**src/rtl/inlet_seq_pkg.sv**
```systemverilog
// inlet_seq_pkg: shared state encoding and pump phase constants for the inlet dose sequencer
package inlet_seq_pkg;

    typedef enum logic [2:0] {IDLE, OPEN, PUMP, CLOSE, DONE} state_e;

    localparam logic [2:0] PH_IDLE = 3'b000;
    localparam logic [2:0] PH_A    = 3'b100;
    localparam logic [2:0] PH_B    = 3'b010;
    localparam logic [2:0] PH_C    = 3'b001;

endpackage

```
**src/rtl/seq_timer.sv**
```systemverilog
// seq_timer: loadable down-counter; expire is high while the count sits at zero
module seq_timer #(
    parameter int W = 4
) (
    input  logic         clk,
    input  logic         rst_n,
    input  logic         load_i,
    input  logic [W-1:0] load_val_i,
    output logic         expire_o
);

    logic [W-1:0] cnt_q;

    // count down to zero and hold there until reloaded
    always_ff @(posedge clk or negedge rst_n)
        if (!rst_n)
            cnt_q <= '0;
        else if (load_i)
            cnt_q <= load_val_i;
        else if (cnt_q != '0)
            cnt_q <= cnt_q - W'(1);

    assign expire_o = (cnt_q == '0);

endmodule

```
**src/rtl/inlet_dose_sequencer.sv**
```systemverilog
// inlet_dose_sequencer: meters inlet fluid by sequencing the isolation valve and a three-phase pump
module inlet_dose_sequencer
    import inlet_seq_pkg::*;
#(
    parameter int CNT_W         = 8,
    parameter int PHASE_CYCLES  = 4,
    parameter int SETTLE_CYCLES = 8
) (
    input  logic             clk,
    input  logic             rst_n,
    input  logic             req_valid,
    output logic             req_ready,
    input  logic [CNT_W-1:0] req_strokes,
    input  logic             abort,
    output logic             valve_open,
    output logic [2:0]       pump_phase,
    output logic             busy,
    output logic             done,
    output logic             aborted,
    output logic [CNT_W-1:0] strokes_done
);

    localparam int TMAX = (PHASE_CYCLES > SETTLE_CYCLES) ? PHASE_CYCLES : SETTLE_CYCLES;
    localparam int TW   = $clog2(TMAX + 1);
    // a timer loaded with D-1 expires in the D-th cycle of a state
    localparam logic [TW-1:0] PH_LOAD = TW'(PHASE_CYCLES - 1);
    localparam logic [TW-1:0] ST_LOAD = TW'(SETTLE_CYCLES - 1);

    state_e           state_q, state_d;
    logic [2:0]       phase_q, phase_d;
    logic [CNT_W-1:0] target_q, target_d;
    logic [CNT_W-1:0] strokes_q, strokes_d;
    logic [CNT_W-1:0] strokes_inc;
    logic             abort_q, abort_d;
    logic             valve_q, valve_d;
    logic [2:0]       pump_q, pump_d;
    logic             done_q, done_d;
    logic             tmr_load;
    logic [TW-1:0]    tmr_val;
    logic             tmr_exp;

    seq_timer #(.W(TW)) u_timer (
        .clk        (clk),
        .rst_n      (rst_n),
        .load_i     (tmr_load),
        .load_val_i (tmr_val),
        .expire_o   (tmr_exp)
    );

    assign strokes_inc = strokes_q + CNT_W'(1);

    // next-state, timer control and next registered output values
    always_comb begin
        state_d   = state_q;
        phase_d   = phase_q;
        target_d  = target_q;
        strokes_d = strokes_q;
        abort_d   = abort_q;
        tmr_load  = 1'b0;
        tmr_val   = PH_LOAD;
        case (state_q)
            IDLE: if (req_valid) begin
                target_d  = req_strokes;
                strokes_d = '0;
                abort_d   = 1'b0;
                tmr_load  = 1'b1;
                tmr_val   = ST_LOAD;
                state_d   = (req_strokes == '0) ? DONE : OPEN;
            end
            OPEN, PUMP: if (abort) begin
                abort_d  = 1'b1;
                state_d  = CLOSE;
                tmr_load = 1'b1;
                tmr_val  = ST_LOAD;
            end else if (tmr_exp) begin
                tmr_load = 1'b1;
                if (state_q == OPEN) begin
                    state_d = PUMP;
                    phase_d = PH_A;
                end else if (phase_q == PH_C) begin
                    strokes_d = strokes_inc;
                    phase_d   = PH_A;
                    if (strokes_inc == target_q) begin
                        state_d = CLOSE;
                        tmr_val = ST_LOAD;
                    end
                end else begin
                    phase_d = phase_q >> 1;
                end
            end
            CLOSE: if (tmr_exp) state_d = DONE;
            DONE: state_d = IDLE;
            default: state_d = IDLE;
        endcase
        valve_d = (state_d == OPEN) || (state_d == PUMP);
        pump_d  = (state_d == PUMP) ? phase_d : PH_IDLE;
        done_d  = (state_d == DONE);
    end

    // state and registered output update; reset drops the valve immediately
    always_ff @(posedge clk or negedge rst_n)
        if (!rst_n) begin
            state_q   <= IDLE;
            phase_q   <= PH_IDLE;
            target_q  <= '0;
            strokes_q <= '0;
            abort_q   <= 1'b0;
            valve_q   <= 1'b0;
            pump_q    <= PH_IDLE;
            done_q    <= 1'b0;
        end else begin
            state_q   <= state_d;
            phase_q   <= phase_d;
            target_q  <= target_d;
            strokes_q <= strokes_d;
            abort_q   <= abort_d;
            valve_q   <= valve_d;
            pump_q    <= pump_d;
            done_q    <= done_d;
        end

    assign req_ready    = (state_q == IDLE);
    assign busy         = (state_q != IDLE);
    assign valve_open   = valve_q;
    assign pump_phase   = pump_q;
    assign done         = done_q;
    assign aborted      = abort_q;
    assign strokes_done = strokes_q;

endmodule

```
**config.mk**
```make
export PLATFORM = sky130hd
export DESIGN_NAME = inlet_dose_sequencer
export DESIGN_NICKNAME = d
export VERILOG_FILES = /design/src/rtl/inlet_seq_pkg.sv /design/src/rtl/seq_timer.sv /design/src/rtl/inlet_dose_sequencer.sv
export SDC_FILE = /design/constraint.sdc
export NUM_CORES = 1
export LEC_CHECK = 0
export ABC_AREA = 1
export BUFFER_PORTS_ARGS = -buffer_cell sky130_fd_sc_hd__buf_4
export CAP_MARGIN = 10
export CORE_UTILIZATION = 40
export DETAILED_ROUTE_END_ITERATION = 10
export MAX_ROUTING_LAYER = met4
export PLACE_DENSITY = 0.64
export SYNTH_ARGS = -nofsm -noshare
export SYNTH_HDL_FRONTEND = slang
export SYNTH_SLANG_ARGS = --single-unit
export TNS_END_PERCENT = 5
```
**constraint.sdc**
```tcl
create_clock -name clk -period 3.22 [get_ports clk]
set_input_delay 0.644 -clock clk [delete_from_list [all_inputs] [get_ports clk]]
set_output_delay 0.644 -clock clk [all_outputs]
set_load 0.02 [all_outputs]
```
==> impl_metrics.json <==
{
  "outcome": "complete, no violations",
  "skew_ns": 0.003968,
  "synthesis.nets": 241,
  "synth_most_common_cell": "nand2_1",
  "p_per_area_mw_per_mm2": 936.8,
  "finalSetupTns_ns": 0,
  "die_y_um": 68.01,
  "synthTopCellsByCount": "nand2_1, inv_1, dfrtp_1, nand3_1, nor2_1",
  "grt_max_degree": 33,
  "fp.dieArea_sq_mm": 0.004625,
  "p_total_w": 0.001960,
  "place_area_sq_mm": 0.001999,
  "gp_congestion": 0.8481,
  "ys_ff_latch": 32,
  "vias": 1535,
  "ys_seq_area_share_pct": 45.94,
  "nNetsFinal": 273,
  "irDropWorstVdd_mv": 0.3516,
  "syn_to_final_growth_pct": 20.03,
  "period_minus_slack_ns": 2.258,
  "avgViaCountPerCell": 4.952,
  "drtIter0Drc": 44,
  "gr-total-overflow": 0,
  "crit_path_max_fanout": 20,
  "synthCells": 227,
  "required_ns": 3.41,
  "dp_hpwl_mm": 2.654,
  "io_buffers": 27,
  "postRouteAntennaNets": 0,
  "numCtsBuffers": 5,
  "dp.cells": 302,
  "cts_tree": "done",
  "critPathKind": "reg -> reg",
  "design_area_sq_mm": 0.002092,
  "crit_arrival_ns": 2.45,
  "wl_mm": 3.474,
  "synth.avg_cell_area_sq_um": 7.678,
  "hold_buffers": 0,
  "hold_class": "in -> async",
  "cellLeakagePower_nw": 1.056,
  "fillers": 423,
  "maxSlewViolCount": 0,
  "async_flop_share_pct": 100.0,
  "fmax_ghz": 0.4430,
  "dp_slack_ns": 1.001,
  "synth_area_sq_mm": 0.001743,
  "pin_count": 28,
  "cts.clk_slew.worst_paths_ns": 0.07,
  "clkLatencyLatePin_ns": 0.28,
  "start_util_pct": 42.65,
  "htreeDepth": 2,
  "regArea_sq_um": 800.8,
  "cts_resized": 0,
  "rsz0062_at_grt": "no",
  "crit_path_end_kind": "flop",
  "synth_edf_count": 0,
  "synth_ff_type": "dfrtp_1",
  "cp-start-kind": "flop",
  "slew_headroom_pct": 62.02,
  "synth_area_leaders": "dfrtp_1, nand2_1, inv_1",
  "grt_pass1_vias": 1387,
  "yosys.area.top_type_share_pct": 45.94,
  "synthDistinctLibCells": 30,
  "grt_use_total_pct": 18.55,
  "cts_setup_buffers": 0,
  "grt_pass1_wl_mm": 6.120,
  "num_rows": 23,
  "ys_warn_count": 0,
  "tightest_slew_ns": 0.5683,
  "hold_violations": 0,
  "cts_max_path_buffers": 2,
  "setup_viol": 0,
  "cts_root_buf": "clkbuf_8",
  "wl_per_cell_um": 11.21,
  "setup_ws_ns": 0.9625,
  "drc_errors": 0,
  "fp.coreArea_sq_mm": 0.004086,
  "n_antenna_cell": 0,
  "antenna_found_initial": 0,
  "post-route-period-util_pct": 70.11,
  "die_x_um": 68.01,
  "drive_above_1_share_pct": 19.62,
  "multi_input_area_sq_um": 772.0,
  "clock_sinks": 32,
  "finalNonFillerCells": 310,
  "synth_area_leader_cell": "dfrtp_1",
  "drtPass1Iterations": 4,
  "cap_viol_max_count": 0
}
final cells by class:
type | count | share of cell area, %
flip-flops and latches | 32 | 38.28
multi-input cells | 150 | 36.90
repair buffers | 27 | 9.689
inverters | 43 | 7.715
clock buffers | 6 | 3.947
well taps | 50 | 2.990
clock inverters | 2 | 0.4785
layout by cell type, fill, tap and decap left out, types with 4 or more instances in the layout:
cell type	n
inv_1	42
o21ai_0	16
dfrtp_1	32
nand4_1	5
xnor2_1	4
buf_4	27
nor2_1	20
clkbuf_8	6
nand2_1	48
nand3_1	21
o22ai_1	5
nor3_1	4
nor2_2	6
registers in the layout (all words and copies together), names as in the netlist:
signal	cells
aborted	1
done	1
phase_q	3
pump_phase	3
state_q	3
strokes_done	8
target_q	8
u_timer.cnt_q	4
valve_open	1
layer usage:
layer	up-vias	share of wire [%]	GRT usage (%)
met3	7	5.1	3.500
met1	696	49	25.68
met4	0	2.5	9.115
met2	42	43	25.74
li1	790	-	-
met5	-	0	-
power by group:
| group | internal [W] | leakage (nW) | switching (W) |
|---|---|---|---|
| logic | 0.000361 | 0.602 | 0.000565 |
| clock network | 0.000170 | 0.0510 | 0.000139 |
| registers | 0.000572 | 0.403 | 0.000153 |
| total | 0.00110 | 1.06 | 0.000856 |
stage by stage:
step,utilization [%],hold WS (ns)
detailed placement,48.93,0.4807
finish,51.19,0.2904
CTS,51.19,0.3033
global placement,48.93,0.4719
floorplan,-,0.3484
global route,51.19,0.3177
cell families (layout without fill, tap and decap cells):
logic type / after synthesis / in the layout / synth area share, %
flip-flops: 32 / 32 / 45.94
AND/OR/NAND/NOR: 112 / 112 / 30.08
buffers and inverters: 45 / 78 / 9.762
XOR/XNOR: 5 / 5 / 2.512
AO/OA/AOI/OAI: 31 / 31 / 10.27
adder cells (fa/ha/maj): 2 / 2 / 1.436
critical path: stages (launching register included):
cell,delay (ns)
dfrtp_1,0.41
nor2_2,0.19
nand2_1,0.10
inv_1,0.08
nand2_1,0.34
inv_1,0.18
o21ai_1,0.10
nor2_2,0.35
nand2_1,0.25
o22ai_1,0.18
final timing paths:
check                                   startpoint                           to  slack [ns]  depth (start not counted)
max in group asynchronous                    rst_n         state_q[0]$_DFF_PN0_        2.64                          1
max                           state_q[0]$_DFF_PN0_  strokes_done[5]$_DFFE_PN0P_        0.96                          9
min in group clk           target_q[3]$_DFFE_PN0P_      target_q[3]$_DFFE_PN0P_        0.49                          2
min                                          rst_n  strokes_done[7]$_DFFE_PN0P_        0.29                          1
max reg2reg                   state_q[0]$_DFF_PN0_  strokes_done[5]$_DFFE_PN0P_        0.96                          9
min reg2reg                target_q[3]$_DFFE_PN0P_      target_q[3]$_DFFE_PN0P_        0.49                          2
Power figures use the tool's default switching activity.
